**src/rtl/pc_stack_sequencer_pkg.sv**
```systemverilog
// Shared definitions for the PC sequencer: op encodings and a width helper.
package pc_stack_sequencer_pkg;

    localparam logic [2:0] OP_HOLD   = 3'd0;
    localparam logic [2:0] OP_INC    = 3'd1;
    localparam logic [2:0] OP_JUMP   = 3'd2;
    localparam logic [2:0] OP_BRANCH = 3'd3;
    localparam logic [2:0] OP_CALL   = 3'd4;
    localparam logic [2:0] OP_RET    = 3'd5;

    // Number of bits needed to hold values 0 .. value-1 (minimum 1).
    function automatic int clog2(input int value);
        int result;
        int v;
        result = 0;
        v      = value - 1;
        while (v > 0) begin
            result = result + 1;
            v      = v >> 1;
        end
        if (result == 0) begin
            result = 1;
        end
        return result;
    endfunction

endpackage

```
**src/rtl/pc_stack_sequencer_ras_stack.sv**
```systemverilog
// Return-address stack: DEPTH x PC_W entries, push/pop, occupancy count.
// Only the stack pointer is reset; entry contents are don't-care after reset.
module pc_stack_sequencer_ras_stack
    import pc_stack_sequencer_pkg::*;
#(
    parameter int DEPTH = 4,
    parameter int PC_W  = 8,
    parameter int SP_W  = clog2(DEPTH + 1)
) (
    input  logic            clk_i,
    input  logic            rst_i,
    input  logic            push_i,
    input  logic            pop_i,
    input  logic [PC_W-1:0] push_data_i,
    output logic [PC_W-1:0] top_o,
    output logic [SP_W-1:0] sp_o,
    output logic            full_o,
    output logic            empty_o
);

    logic [SP_W-1:0] sp_q;
    logic [SP_W-1:0] sp_d;
    logic [SP_W-1:0] top_idx;
    logic [PC_W-1:0] mem_q [DEPTH];
    logic            do_push;
    logic            do_pop;

    assign full_o  = (sp_q == SP_W'(DEPTH));
    assign empty_o = (sp_q == '0);
    assign sp_o    = sp_q;

    // Overflow/underflow requests are dropped here; push has priority if both arrive.
    assign do_push = push_i && !full_o;
    assign do_pop  = pop_i && !push_i && !empty_o;

    assign top_idx = empty_o ? '0 : (sp_q - 1'b1);

    // Next stack pointer from the qualified push/pop.
    always_comb begin
        sp_d = sp_q;
        if (do_push) begin
            sp_d = sp_q + 1'b1;
        end else if (do_pop) begin
            sp_d = sp_q - 1'b1;
        end
    end

    // Stack pointer register with async reset.
    always_ff @(posedge clk_i or posedge rst_i) begin
        if (rst_i) begin
            sp_q <= '0;
        end else begin
            sp_q <= sp_d;
        end
    end

    // Entry storage: write the slot just above the current top on push.
    always_ff @(posedge clk_i) begin
        for (int i = 0; i < DEPTH; i++) begin
            if (do_push && (sp_q == SP_W'(i))) begin
                mem_q[i] <= push_data_i;
            end
        end
    end

    // Top-of-stack read mux; compare form keeps non power-of-two depths clean.
    always_comb begin
        top_o = '0;
        for (int i = 0; i < DEPTH; i++) begin
            if (top_idx == SP_W'(i)) begin
                top_o = mem_q[i];
            end
        end
    end

endmodule

```
**src/rtl/pc_stack_sequencer.sv**
```systemverilog
// Program counter with return-address stack. The next PC is computed from the
// op sampled at a clock edge; pc_out_o is purely registered.
module pc_stack_sequencer
    import pc_stack_sequencer_pkg::*;
#(
    parameter int PC_W      = 8,
    parameter int STEP      = 4,
    parameter int OFF_W     = 6,
    parameter int DEPTH     = 4,
    parameter int RESET_VEC = 0,
    localparam int SP_W     = clog2(DEPTH + 1)
) (
    input  logic             clk_i,
    input  logic             rst_i,
    input  logic             en_i,
    input  logic [2:0]       op_i,
    input  logic [PC_W-1:0]  target_i,
    input  logic [OFF_W-1:0] offset_i,
    input  logic             cond_i,
    input  logic             clr_err_i,
    output logic [PC_W-1:0]  pc_out_o,
    output logic [SP_W-1:0]  sp_o,
    output logic             stack_full_o,
    output logic             stack_empty_o,
    output logic             ovf_err_o,
    output logic             unf_err_o
);

    logic [PC_W-1:0] pc_q;
    logic [PC_W-1:0] pc_d;
    logic            ovf_q;
    logic            ovf_d;
    logic            unf_q;
    logic            unf_d;

    logic [PC_W-1:0] pc_step;
    logic [PC_W-1:0] off_ext;
    logic [PC_W-1:0] pc_branch;
    logic [PC_W-1:0] ret_addr;
    logic            push;
    logic            pop;
    logic            ovf_set;
    logic            unf_set;
    logic            full;
    logic            empty;

    pc_stack_sequencer_ras_stack #(
        .DEPTH (DEPTH),
        .PC_W  (PC_W),
        .SP_W  (SP_W)
    ) u_ras (
        .clk_i       (clk_i),
        .rst_i       (rst_i),
        .push_i      (push),
        .pop_i       (pop),
        .push_data_i (pc_step),
        .top_o       (ret_addr),
        .sp_o        (sp_o),
        .full_o      (full),
        .empty_o     (empty)
    );

    // Sign-extend the branch offset to PC width (offset assumed no wider than PC).
    always_comb begin
        off_ext                = {PC_W{offset_i[OFF_W-1]}};
        off_ext[OFF_W-1:0]     = offset_i;
    end

    // Both sums wrap modulo 2^PC_W by truncation.
    assign pc_step   = pc_q + PC_W'(STEP);
    assign pc_branch = pc_q + off_ext;

    // Op decode: next PC, stack requests and new error events.
    always_comb begin
        pc_d    = pc_q;
        push    = 1'b0;
        pop     = 1'b0;
        ovf_set = 1'b0;
        unf_set = 1'b0;
        if (en_i) begin
            case (op_i)
                OP_INC: begin
                    pc_d = pc_step;
                end
                OP_JUMP: begin
                    pc_d = target_i;
                end
                OP_BRANCH: begin
                    pc_d = cond_i ? pc_branch : pc_step;
                end
                OP_CALL: begin
                    if (full) begin
                        ovf_set = 1'b1;
                    end else begin
                        push = 1'b1;
                        pc_d = target_i;
                    end
                end
                OP_RET: begin
                    if (empty) begin
                        unf_set = 1'b1;
                    end else begin
                        pop  = 1'b1;
                        pc_d = ret_addr;
                    end
                end
                default: begin
                    pc_d = pc_q;
                end
            endcase
        end
    end

    // Sticky errors: a new event beats a simultaneous clear.
    always_comb begin
        ovf_d = ovf_set ? 1'b1 : (clr_err_i ? 1'b0 : ovf_q);
        unf_d = unf_set ? 1'b1 : (clr_err_i ? 1'b0 : unf_q);
    end

    // PC and error flag registers with async reset.
    always_ff @(posedge clk_i or posedge rst_i) begin
        if (rst_i) begin
            pc_q  <= PC_W'(RESET_VEC);
            ovf_q <= 1'b0;
            unf_q <= 1'b0;
        end else begin
            pc_q  <= pc_d;
            ovf_q <= ovf_d;
            unf_q <= unf_d;
        end
    end

    assign pc_out_o      = pc_q;
    assign stack_full_o  = full;
    assign stack_empty_o = empty;
    assign ovf_err_o     = ovf_q;
    assign unf_err_o     = unf_q;

endmodule

```
**config.mk**
```make
export PLATFORM = sky130hd
export DESIGN_NAME = pc_stack_sequencer
export DESIGN_NICKNAME = d
export VERILOG_FILES = /design/src/rtl/pc_stack_sequencer_pkg.sv /design/src/rtl/pc_stack_sequencer_ras_stack.sv /design/src/rtl/pc_stack_sequencer.sv
export SDC_FILE = /design/constraint.sdc
export NUM_CORES = 1
export LEC_CHECK = 0
export ABC_AREA = 1
export BUFFER_PORTS_ARGS = -buffer_cell sky130_fd_sc_hd__buf_2
export CAP_MARGIN = 20
export CORE_MARGIN = 2
export CORE_UTILIZATION = 50
export CTS_CLUSTER_SIZE = 28
export DETAILED_ROUTE_END_ITERATION = 8
export GPL_ROUTABILITY_DRIVEN = 0
export PLACE_DENSITY = 0.77
export SLEW_MARGIN = 10
export SYNTH_ARGS = -nofsm -noshare
export SYNTH_HDL_FRONTEND = slang
export SYNTH_HIERARCHICAL = 1
export SYNTH_SLANG_ARGS = --single-unit
```
**constraint.sdc**
```tcl
create_clock -name clk_i -period 4.54 [get_ports clk_i]
set_clock_uncertainty 0.2 [all_clocks]
set_input_delay 0.227 -clock clk_i [delete_from_list [all_inputs] [get_ports clk_i]]
set_output_delay 0.227 -clock clk_i [all_outputs]
set_load 0.02 [all_outputs]
```
# Word-level counts from Yosys, hierarchy flattened
# Memory sizes are Yosys's and may differ from the RTL's.
# Cells that the tools add are included.
dict set report classes {
  shift 0
  eq_ne 14
  n_div 0
  multipliers 0
  n_bitwise 0
  n_reduce_logical 20
  n_mux 43
  order_cmp 0
  n_addsub 4
}
# operator n
set op_table {}
lappend op_table {{8-bit two-way mux} 10}
lappend op_table {{8-bit one-hot mux with 5 select lines} 1}
lappend op_table {{1-bit two-way mux} 26}
lappend op_table {{8-bit OR reduction} 3}
lappend op_table {{3-bit by 2-bit == test with 1-bit output (second input constant)} 6}
lappend op_table {{3-bit by 1-bit == test with 1-bit output (second input constant)} 3}
lappend op_table {{3-bit == test (second input constant)} 3}
lappend op_table {{3-bit two-way mux} 3}
lappend op_table {{8-bit by 3-bit adder with 8-bit output (second input constant)} 1}
lappend op_table {{8-bit adder} 1}
lappend op_table {{1-bit logical AND} 7}
lappend op_table {{3-bit logical NOT} 2}
lappend op_table {{2-bit two-way mux} 3}
lappend op_table {{2-bit nonzero test} 3}
lappend op_table {{5-bit nonzero test} 1}
lappend op_table {{2-bit inequality test (second input constant)} 2}
lappend op_table {{4-bit AND reduction} 1}
lappend op_table {{3-bit by 1-bit adder with 3-bit output (second input constant)} 1}
lappend op_table {{1-bit logical NOT} 3}
lappend op_table {{3-bit by 1-bit subtractor with 3-bit output (second input constant)} 1}
dict set report word_totals {
  register_bits 13
  mem_count 1
  inputBits 22
  ram_bits 32
  latchBits 0
  word_cells 86
  romBits 0
}
# name words word_bits read_ports rd_clocked_by_memory_dff wr line_no
set memory_table {}
lappend memory_table {u_ras.mem_q 4 8 4 0 1 pc_stack_sequencer_ras_stack.sv:24} ;# logic [PC_W-1:0] mem_q [DEPTH];

# Depth between registers and ports, before layout
# Gate-level depths: netlist of run 1.
dict set report depth {
  depth_word 12
  mapped_depth 14
}

# Modules after synthesis
# The synthesis of run 1 kept the hierarchy.
# module area_each_um2 seq_area_each_um2 n_inst cells_each
set by_module_without_submodules {}
lappend by_module_without_submodules {pc_stack_sequencer_ras_stack 1595.3 1036.0 1 124}
lappend by_module_without_submodules {pc_stack_sequencer 1193.6 250.2 1 193}

# Worst setup path before layout of run 1
# No wires, ideal clock.
dict set report synth_timing {
  kind {register to register}
  startpoint {register u_ras.sp_q[0] (netlist: u_ras/sp_o[0])}
  endpoint {memory u_ras.mem_q[3][0], enable pin}
  path_slack_ns 1.853
  path_stages_with_launch 8
  path_buffers 0
  required_ns 3.969
  arrival_time_ns 2.116
  path_cell_list {dfrtp_1 inv_1 ha_1 nand2_1 inv_1 nor4_1 nand2_1 nor2_1}
}
dict set report synth_between {
  elab_chain_cells 12
  elab_cells_between_ends 31
}
# item line_no
set synth_lines {}
lappend synth_lines {{start, declared} pc_stack_sequencer_ras_stack.sv:21} ;# logic [SP_W-1:0] sp_q;
lappend synth_lines {{start signal, assigned} pc_stack_sequencer_ras_stack.sv:53} ;# sp_q <= sp_d;
lappend synth_lines {{3-bit == test (*)} pc_stack_sequencer_ras_stack.sv:28} ;# assign full_o = (sp_q == SP_W'(DEPTH));
lappend synth_lines {{via stack_full_o} pc_stack_sequencer.sv:23} ;# output logic stack_full_o,
lappend synth_lines {{1-bit two-way mux (*)} pc_stack_sequencer.sv:92} ;# if (full) begin
lappend synth_lines {{1-bit two-way mux (*)} pc_stack_sequencer.sv:81} ;# case (op_i)
lappend synth_lines {{1-bit two-way mux (*)} pc_stack_sequencer.sv:80} ;# if (en_i) begin
lappend synth_lines {{via push} pc_stack_sequencer.sv:40} ;# logic push;
lappend synth_lines {{1-bit logical AND (*)} pc_stack_sequencer_ras_stack.sv:33} ;# assign do_push = push_i && !full_o;
lappend synth_lines {{1-bit logical AND} pc_stack_sequencer_ras_stack.sv:60} ;# if (do_push && (sp_q == SP_W'(i))) begin
lappend synth_lines {{1-bit two-way mux} pc_stack_sequencer_ras_stack.sv:60}
lappend synth_lines {{1-bit two-way mux (implied by the code)} pc_stack_sequencer_ras_stack.sv:61} ;# mem_q[i] <= push_data_i;
lappend synth_lines {{8-bit OR reduction (no source line)} n/a}
lappend synth_lines {{2-bit two-way mux (no source line) / 1-bit two-way mux (equally long branches) (3 in a row)} n/a}
lappend synth_lines {{end, declared} pc_stack_sequencer_ras_stack.sv:24}
# The timed path passes the listed nets; every way through them passes the cells marked *.

# Worst setup path after layout of run 1
dict set report layout_timing {
  startpoint {register u_ras.sp_q[0] (netlist: u_ras/sp_o[0])}
  endpoint {memory u_ras.mem_q[3][4], enable pin}
}
dict set report layout_between {
  elab_chain_cells 12
  elab_cells_between_ends 31
}
# item line_no
set layout_lines {}
lappend layout_lines {{3-bit == test (*)} pc_stack_sequencer_ras_stack.sv:28}
lappend layout_lines {{1-bit two-way mux (*)} pc_stack_sequencer.sv:92}
lappend layout_lines {{1-bit two-way mux (*)} pc_stack_sequencer.sv:81}
lappend layout_lines {{1-bit two-way mux (*)} pc_stack_sequencer.sv:80}
lappend layout_lines {{via push} pc_stack_sequencer.sv:40}
lappend layout_lines {{1-bit logical AND (*)} pc_stack_sequencer_ras_stack.sv:33}
lappend layout_lines {{1-bit logical AND} pc_stack_sequencer_ras_stack.sv:60}
lappend layout_lines {{1-bit two-way mux} pc_stack_sequencer_ras_stack.sv:60}
lappend layout_lines {{1-bit two-way mux (implied by the code)} pc_stack_sequencer_ras_stack.sv:61}
lappend layout_lines {{8-bit OR reduction (no source line)} n/a}
lappend layout_lines {{2-bit two-way mux (no source line) / 1-bit two-way mux (equally long branches) (3 in a row)} n/a}
# Marked as above.

==> impl_metrics.ini, run 1 <==
[flow_run]
maxCapViolCount = 0

[routing]
firstDrtPassIters = 5
wl_per_cell_um = 14.3
drt-initial-drc-count = 292
drc_errors = 0
routed_wl_mm = 6.14
via_per_inst = 5.41
vias = 2322
antenna_left = 0

[worst_setup_path]
crit_family = simple AND/OR/NAND/NOR gates
crit_arrival_ps = 2630
max_stage_delay_ps = 530
cp.required_ps = 4280
worst-path-buf-inv = 2
worst-path-stages = 7
crit_chain = inv_1 -> ha_1 -> nand2_1 -> inv_1 -> nor4_1 -> nand2_1 -> nor2_1
end_kind = register
ff2ff_path_depth = 7
worstSetupStartpointType = register
slowest_stage = nor2_1
path_max_fanout = 8
worstSetupPathType = reg2reg

[yosys]
synth.area.top_cells = edfxtp_1, dfrtp_1, nand2_1
netlist_area_mm2 = 0.00279
ys.flop_type = edfxtp_1
synth.ff_latch_count = 45
synthCells = 317
yosys-top-cells-count = nand2_1, nand3_1, inv_1, edfxtp_1, nand4_1
ys_seq_area_frac = 0.461
syn_nets = 354
yosys_warnings = 6
synth_edf_count = 32
postSynth.asyncResetShare = 0.289
avgSynthCellArea_um2 = 8.80
synth_most_common_cell = nand2_1
synth_cell_types = 34
synth_top_area_share = 0.345
netlist.top_cell.by_area = edfxtp_1

[floorplanning]
ios = 37
die_h_um = 78.7
start_util = 0.513
die_x_um = 78.7
core_area_mm2 = 0.00544
placementRows = 27
die_area_mm2 = 0.00619

[grt]
grt_start_max_net_pins = 25
grt_usage = 0.217
grt_pass1_wl_mm = 10.4
use_met2 = 0.350
top_usage_layer = met2
grt_pass1_vias = 2121
grt_overflow = 0
antenna_found_initial = 0
met3_usage = 0.0276
gr-usage-met1 = 0.305

[cts]
numCtsBuffers = 5
clk_latency_ps = 300
cts_tree = built
post_cts_buffers = 0
cts_max_level = 2
path_clk_slew_ps = 80
clockBufferDepth = 2
clkSinkCount = 45
ctsRootBufferMaster = clkbuf_8

[pwr]
total_power_uw = 1730
ir_drop_v = 0.000266
power.density_mw_per_mm2 = 554
p_leak_uw = 0.00146

[final_layout]
fin_nets = 393
antenna_cells = 0
drive_gt1_frac = 0.188
area_growth_pct = 12.1

[sta]
maxSlewViolCount = 0
tightestPinTransition_ps = 698
setup_violations = 0
setup_tns_ps = 0
worst_slew_margin_rel = 0.533
layout_min_cycle_time_ps = 2890
rsz0062_at_grt = no
hold_viol = 0
fmax_ghz = 0.346
fin_crit_sh = 0.637

[placement]
dp_hpwl_mm = 4.64
port_buffers = 36

[run_status]
status = completed

[worst_hold_path]
hold_depth = 3
hold_class = in2reg
## routing by layer
metal | vias up | part of all wire
met3 | 11 | 0.057
li1 | 1156 | -
met2 | 86 | 0.48
met4 | 0 | 0.019
met1 | 1069 | 0.45
met5 | - | 0
## cells by family after synthesis
family          count (synthesis)  synth area share
xor+xnor                        3           0.00942
fa+ha+maj                      15            0.0700
flops                          45             0.461
compound gates                 17            0.0359
buf+inv                        54            0.0870
simple gates                  183             0.336
## final cells by class
| type | instances | area, um^2 |
|---|---|---|
| Tap cell | 72 | 90.1 |
| Clock inverter | 2 | 35.0 |
| Timing Repair Buffer | 38 | 200 |
| Multi-Input combinational cell | 218 | 1260 |
| Clock buffer | 6 | 72.6 |
| Inverter | 48 | 183 |
| Sequential cell | 45 | 1290 |
| Fill cell | 473 | 2310 |
## power breakdown
group / total [uW] / switching (uW) / internal (uW)
sequential: 607 / 76.9 / 530
combinational: 828 / 566 / 263
clock: 297 / 133 / 163
total: 1730 / 776 / 956
## through the flow
step	cell area, um^2	utilization	std cells	setup slack (ps)	hold slack (ps)
4_1_cts	3130	0.575	429	1670	107
3_3_place_gp	3000	0.551	419	1870	-90.8
6_report	3130	0.575	429	1650	110
5_1_grt	3130	0.575	429	1400	141
3_5_place_dp	3000	0.551	419	1700	-94.8
2_1_floorplan	2790	-	317	1850	-219
## flip-flops by register name (all words and copies together) (netlist names)
register     count
ovf_err_o        1
u_ras/sp_o       3
u_ras/mem_q     32
pc_out_o         8
unf_err_o        1
## worst reg2reg max path, delay by kind of cell (launching register included)
kind / cells / cell delay [ps]
simple gates: 4 / 1310
flops: 1 / 510
fa+ha+maj: 1 / 270
buf+inv: 2 / 230
## cell usage in the layout, fill, tap and decap left out, types with 2 or more instances in the layout
cell type | netlist | final
nand2_4 | 2 | 2
inv_2 | 3 | 3
nand2_2 | 6 | 6
edfxtp_1 | 32 | 32
or2_2 | 3 | 3
xor2_1 | 3 | 3
a21oi_1 | 7 | 7
o21ai_1 | 2 | 2
nand3b_1 | 2 | 2
buf_2 | 0 | 36
o21ai_0 | 2 | 2
nand3_1 | 46 | 46
ha_1 | 14 | 14
nand4_1 | 27 | 27
nor2_8 | 2 | 2
nor2_1 | 19 | 19
nor2_2 | 2 | 2
clkbuf_8 | 0 | 5
dlygate4sd3_1 | 0 | 2
nand2_1 | 67 | 67
inv_1 | 44 | 44
nor2_4 | 2 | 2
dfrtp_1 | 13 | 13
o22ai_1 | 2 | 2
## worst paths after layout
kind,startpoint,to,slack (ps)
max in group asynchronous,rst_i,pc_out_o[2],3530
max,u_ras/sp_o[0],u_ras/mem_q[3][4],1650
max reg2reg,u_ras/sp_o[0],u_ras/mem_q[3][4],1650
min reg2reg,ovf_err_o,ovf_err_o,350
min in group asynchronous,rst_i,u_ras/sp_o[1],140
min,en_i,unf_err_o,110
## repair_timing
action / CTS / global route
endpoints found under the setup margin: 0 / 0
hold endpoints to repair: 15 / 0
hold buffers: 2 / 0
gates resized for setup: 0 / 0
Note: power is estimated with default switching activity, not from simulation.
==> run 2, diff against run 1 <==
- PLACE_DENSITY: 0.77 -> 0.79
- clock period: 4.54 -> 2.56 ns (I/O delays scaled with it)
==> run 2 against run 1 <==
Against the previous run:
- worst setup slack worse by 1400 ps
- largest cell class unchanged
- global-route usage decreased by 0.20 points
- register-to-register slack got worse by 1400 ps
- final area grew 1.4%
==> impl_metrics.ini, run 2 (synthesis results as in run 1) <==
[sta]
fin_ws_ps = 202
setup_violations = 0
hold_viol = 0
tightestPinTransition_ps = 446
worst_slew_margin_rel = 0.702
maxSlewViolCount = 0
fmax_ghz = 0.424
fin_crit_sh = 0.921
holdWs_ps = 32.7
setup_tns_ps = 0
layout_min_cycle_time_ps = 2360
rsz0062_at_grt = no

[worst_setup_path]
ff2ff_path_depth = 7
cp.required_ps = 2330
rr_startpoint = u_ras/sp_o[1]
slowest_stage = nor4_1
reg2reg_to = u_ras/mem_q[3][6]
crit_arrival_ps = 2130
crit_chain = inv_1 -> ha_1 -> nand2_1 -> inv_1 -> nor4_1 -> nand2_1 -> nor2_4
r2r_slack_ps = 200
max_stage_delay_ps = 420
path_max_fanout = 8
worst-path-buf-inv = 2
end_kind = register
crit_family = simple AND/OR/NAND/NOR gates
worstSetupPathType = reg2reg
worstSetupStartpointType = register

[floorplanning]
placementRows = 27
die_h_um = 78.7
core_area_mm2 = 0.00544
die_x_um = 78.7
ios = 37
die_area_mm2 = 0.00619
start_util = 0.513

[pwr]
swShare = 0.459
ir_drop_v = 0.000548
total_power_uw = 2980
power.density_mw_per_mm2 = 940
comb_power_share = 0.506
intPower_uw = 1610
p_switching_uw = 1370
pwr-share-clk = 0.138
p_leak_uw = 0.00148
seq_power_share = 0.356

[grt]
grt_pass1_vias = 2166
antenna_found_initial = 0
grt_pass1_wl_mm = 10.2
grt_usage = 0.215
grt_start_max_net_pins = 25
grt_overflow = 0

[final_layout]
layout_commonest_cell = nand2_1
largest_register_ffs = 32
drive_gt1_frac = 0.195
final_cell_mix = nand2_1, nand3_1, inv_1
antenna_cells = 0
finalNonFillerCells = 436
fin_nets = 400
area_growth_pct = 13.7
top_register = u_ras/mem_q

[cts]
path_clk_slew_ps = 80
ctsRootBufferMaster = clkbuf_8
post_cts_buffers = 0
clockBufferDepth = 2
clk_latency_ps = 290
numCtsBuffers = 5
clkSinkCount = 45
cts_tree = built
cts_max_level = 2

[routing]
drc_errors = 0
routed_wl_mm = 6.16
firstDrtPassIters = 5
via_per_inst = 5.33
antenna_left = 0
drt-initial-drc-count = 289
wl_per_cell_um = 14.1
vias = 2323

[placement]
dp_hpwl_mm = 4.74
post-place-ws_ps = 158
dp_cells = 423
port_buffers = 36

[worst_hold_path]
hold_end = pc_out_o[1]
hold_class = in2reg
hold_depth = 5
hp-start = target_i[1]

[flow_run]
maxCapViolCount = 0

[run_status]
status = completed
==> run 2: cell count changes in the layout (fill, tap and decap cells not counted) <==
cell	before	now
nor2_1	19	18
clkbuf_1	1	2
bufinv_16	1	0
nor2_4	2	3
buf_4	0	4
clkinvlp_4	0	1
clkinv_2	1	0
dlygate4sd3_1	2	5
==> run 2: how the worst max path moves through the flow <==
stage / end / slack (ps) / start / depth (start not counted)
after floorplan: u_ras/mem_q[2][0] / -100 / u_ras/sp_o[0] / 7
after global placement: u_ras/mem_q[3][5] / 250 / u_ras/sp_o[1] / 7
after detailed placement: u_ras/mem_q[3][4] / 160 / u_ras/sp_o[1] / 7
after CTS: u_ras/mem_q[3][6] / 120 / u_ras/sp_o[1] / 7
after global routing: u_ras/mem_q[3][6] / 60 / u_ras/sp_o[1] / 7
final: u_ras/mem_q[3][6] / 200 / u_ras/sp_o[1] / 7
==> run 2: repair_timing <==
action                                  in CTS  in global routing
hold buffers                                 5                  0
resized for setup                            0                  1
endpoints found under the setup margin       0                  8
hold endpoints to repair                    15                  0
==> run 2: routing by layer <==
metal | track usage | share of wire | vias up
met5 | 0 | 0 | -
met4 | 0.0789 | 0.015 | 0
met3 | 0.0379 | 0.055 | 6
met2 | 0.377 | 0.49 | 78
met1 | 0.264 | 0.44 | 1068
li1 | - | - | 1171
==> run 2: metrics by stage <==
stage	cell area, um^2	util
detailed placement	3030	0.557
global route	3170	0.583
finish	3170	0.583
floorplan	2790	-
CTS	3170	0.582
global placement	3030	0.557
==> run 2: cell type report <==
type | count | area (um^2)
Fill cell | 459 | 2270
Sequential cell | 45 | 1290
Multi-Input combinational cell | 218 | 1270
Timing Repair Buffer | 45 | 260
Inverter | 48 | 183
Tap cell | 72 | 90.1
Clock buffer | 7 | 76.3
Clock inverter | 1 | 7.51
==> run 2: worst register-to-register path: cells and delay by family (launching register included) <==
family                     cells  cell delay [ps]
and+or+nand+nor                4             1010
DFF                            1              400
adders and majority gates      1              240
buffers and inverters          2              190
==> run 2: power by group through the flow <==
| stage | combinational [uW] | clock, uW | sequential, uW |
|---|---|---|---|
| floorplan | 1110 | 0 | 1120 |
| global placement | 1450 | 0 | 1070 |
| detailed placement | 1480 | 0 | 1070 |
| CTS | 1500 | 423 | 1060 |
| global route | 1680 | 453 | 1080 |
| finish | 1510 | 413 | 1060 |
==> run 3, diff against run 2 <==
- CORE_UTILIZATION: 50 -> 52
- PLACE_DENSITY: 0.79 -> 0.82
==> run 3 against run 2 <==
Against the previous run:
- combinational power about the same
- core utilization up 4.4 points
- global-route usage up 0.67 points
- sequential share of layout area down 0.63 points
- register-to-register slack worse by 100 ps
- fmax down 4.2%
- cell count down 0.23%
- sequential power about the same
- die area down 3.7%
- final area up 1.6%
- flip-flop and latch count unchanged
- critical path type unchanged
- largest cell class unchanged
==> impl_metrics.ini, run 3 (synthesis results as in run 1) <==
[sta]
maxSlewViolCount = 0
fmax_ghz = 0.406
layout_min_cycle_time_ps = 2460
fin_crit_sh = 0.961
rsz0062_at_grt = no
tightestPinTransition_ps = 429
hold_viol = 0
worst_slew_margin_rel = 0.713
setup_violations = 0

[final_layout]
layout_commonest_cell = nand2_1
fin_area_mm2 = 0.00322
drive_gt1_frac = 0.203
area_growth_pct = 15.5
antenna_cells = 0
utilization = 0.627
largest_register_ffs = 32
fin_nets = 401
top_register = u_ras/mem_q
finalNonFillerCells = 435
final_cell_mix = nand2_1, nand3_1, inv_1

[grt]
grt_start_max_net_pins = 25
grt_usage = 0.222
grt_pass1_wl_mm = 10.4
grt_overflow = 0
antenna_found_initial = 0
grt_pass1_vias = 2191

[worst_setup_path]
ff2ff_path_depth = 7
crit_end = u_ras/mem_q[3][7]
worstSetupPathType = reg2reg
crit_path_start = u_ras/sp_o[1]
r2r_slack_ps = 100
worstSetupStartpointType = register
reg2reg_to = u_ras/mem_q[3][7]
end_kind = register
crit_arrival_ps = 2210
path_max_fanout = 8
cp.required_ps = 2310
rr_startpoint = u_ras/sp_o[1]

[cts]
post_cts_buffers = 0
cts_tree = built
numCtsBuffers = 5
path_clk_slew_ps = 90
clk_latency_ps = 300
clockBufferDepth = 2
clkSinkCount = 45
ctsRootBufferMaster = clkbuf_8
cts_max_level = 2

[pwr]
seq_power_share = 0.333
p_leak_uw = 0.00151
intPower_uw = 1810
pwr-share-clk = 0.196
ir_drop_v = 0.000464
swShare = 0.433
p_switching_uw = 1380
comb_power_share = 0.472
power.density_mw_per_mm2 = 990

[run_status]
status = completed

[routing]
drc_errors = 0
vias = 2367
routed_wl_mm = 6.24
wl_per_cell_um = 14.3
drt-initial-drc-count = 279
via_per_inst = 5.44
firstDrtPassIters = 6
antenna_left = 0

[floorplanning]
start_util = 0.543
die_h_um = 77.2
die_area_mm2 = 0.00597
core_area_mm2 = 0.00514
die_x_um = 77.2
ios = 37
placementRows = 26

[worst_hold_path]
hold_class = in2reg

[placement]
place_area_mm2 = 0.00304
dp_cells = 422
port_buffers = 36
dp_hpwl_mm = 4.77

[flow_run]
maxCapViolCount = 0
## run 3: cell count changes in the layout (fill, tap and decap cells not counted)
| cell | change |
|---|---|
| buf_4 | +1 |
| clkinvlp_4 | -1 |
| nor2_4 | -1 |
| bufinv_16 | +2 |
| nor2_2 | +1 |
| clkinv_2 | +1 |
| clkbuf_1 | -2 |
## run 3: cell type report
type	count	area, um^2
well taps	70	87.6
repair buffers	46	268
flip-flops and latches	45	1290
clock buffers	5	68.8
fillers	443	1920
clock inverters	3	65.1
multi-input cells	218	1260
inverters	48	183
## run 3: layer usage
metal | global-route usage | up-vias | wire length [um]
li1 | - | 1175 | -
met1 | 0.293 | 1098 | 2720
met2 | 0.373 | 86 | 3060
met3 | 0.0235 | 8 | 348
met4 | 0.0893 | 0 | 112
met5 | 0 | - | 0
## run 3: through the flow
stage | total power (uW) | setup slack, ps | TNS (ps) | hold slack, ps
3_5_place_dp | 2550 | 141 | 0 | -187
3_3_place_gp | 2510 | 340 | 0 | -191
2_1_floorplan | 2230 | -99.9 | -2400 | -318
6_report | 3190 | 99.7 | 0 | 2.99
5_1_grt | 3410 | 11.2 | 0 | 32.4
4_1_cts | 3180 | 124 | 0 | 0.434
## run 3: critical path, cell delays in order (launching register included)
cell	delay, ps
dfrtp_1	400
inv_1	110
ha_1	230
nand2_1	110
inv_1	80
nor4_1	400
nand2_1	210
nor2_2	360
## run 3: worst min path at each step
stage / from / end / slack [ps] / cells past startpoint
6_report: target_i[1] / pc_out_o[1] / 3 / 5
4_1_cts: target_i[1] / pc_out_o[1] / 0.4 / 5
5_1_grt: target_i[4] / pc_out_o[4] / 30 / 5
3_3_place_gp: rst_i / u_ras/sp_o[1] / -190 / 2
2_1_floorplan: rst_i / u_ras/sp_o[0] / -320 / 1
3_5_place_dp: rst_i / u_ras/sp_o[1] / -190 / 2
## run 3: power groups by stage
| stage | Clock (uW) | Sequential, uW | Combinational, uW |
|---|---|---|---|
| 6_report | 624 | 1060 | 1500 |
| 5_1_grt | 660 | 1070 | 1680 |
| 4_1_cts | 625 | 1060 | 1500 |
| 3_5_place_dp | 0 | 1070 | 1480 |
| 3_3_place_gp | 0 | 1070 | 1440 |
| 2_1_floorplan | 0 | 1120 | 1110 |
## run 3: repair_timing
action | in CTS | in global routing
setup endpoints to repair | 0 | 0
hold buffers | 5 | 0
resized for setup | 0 | 0
hold endpoints to repair | 15 | 0
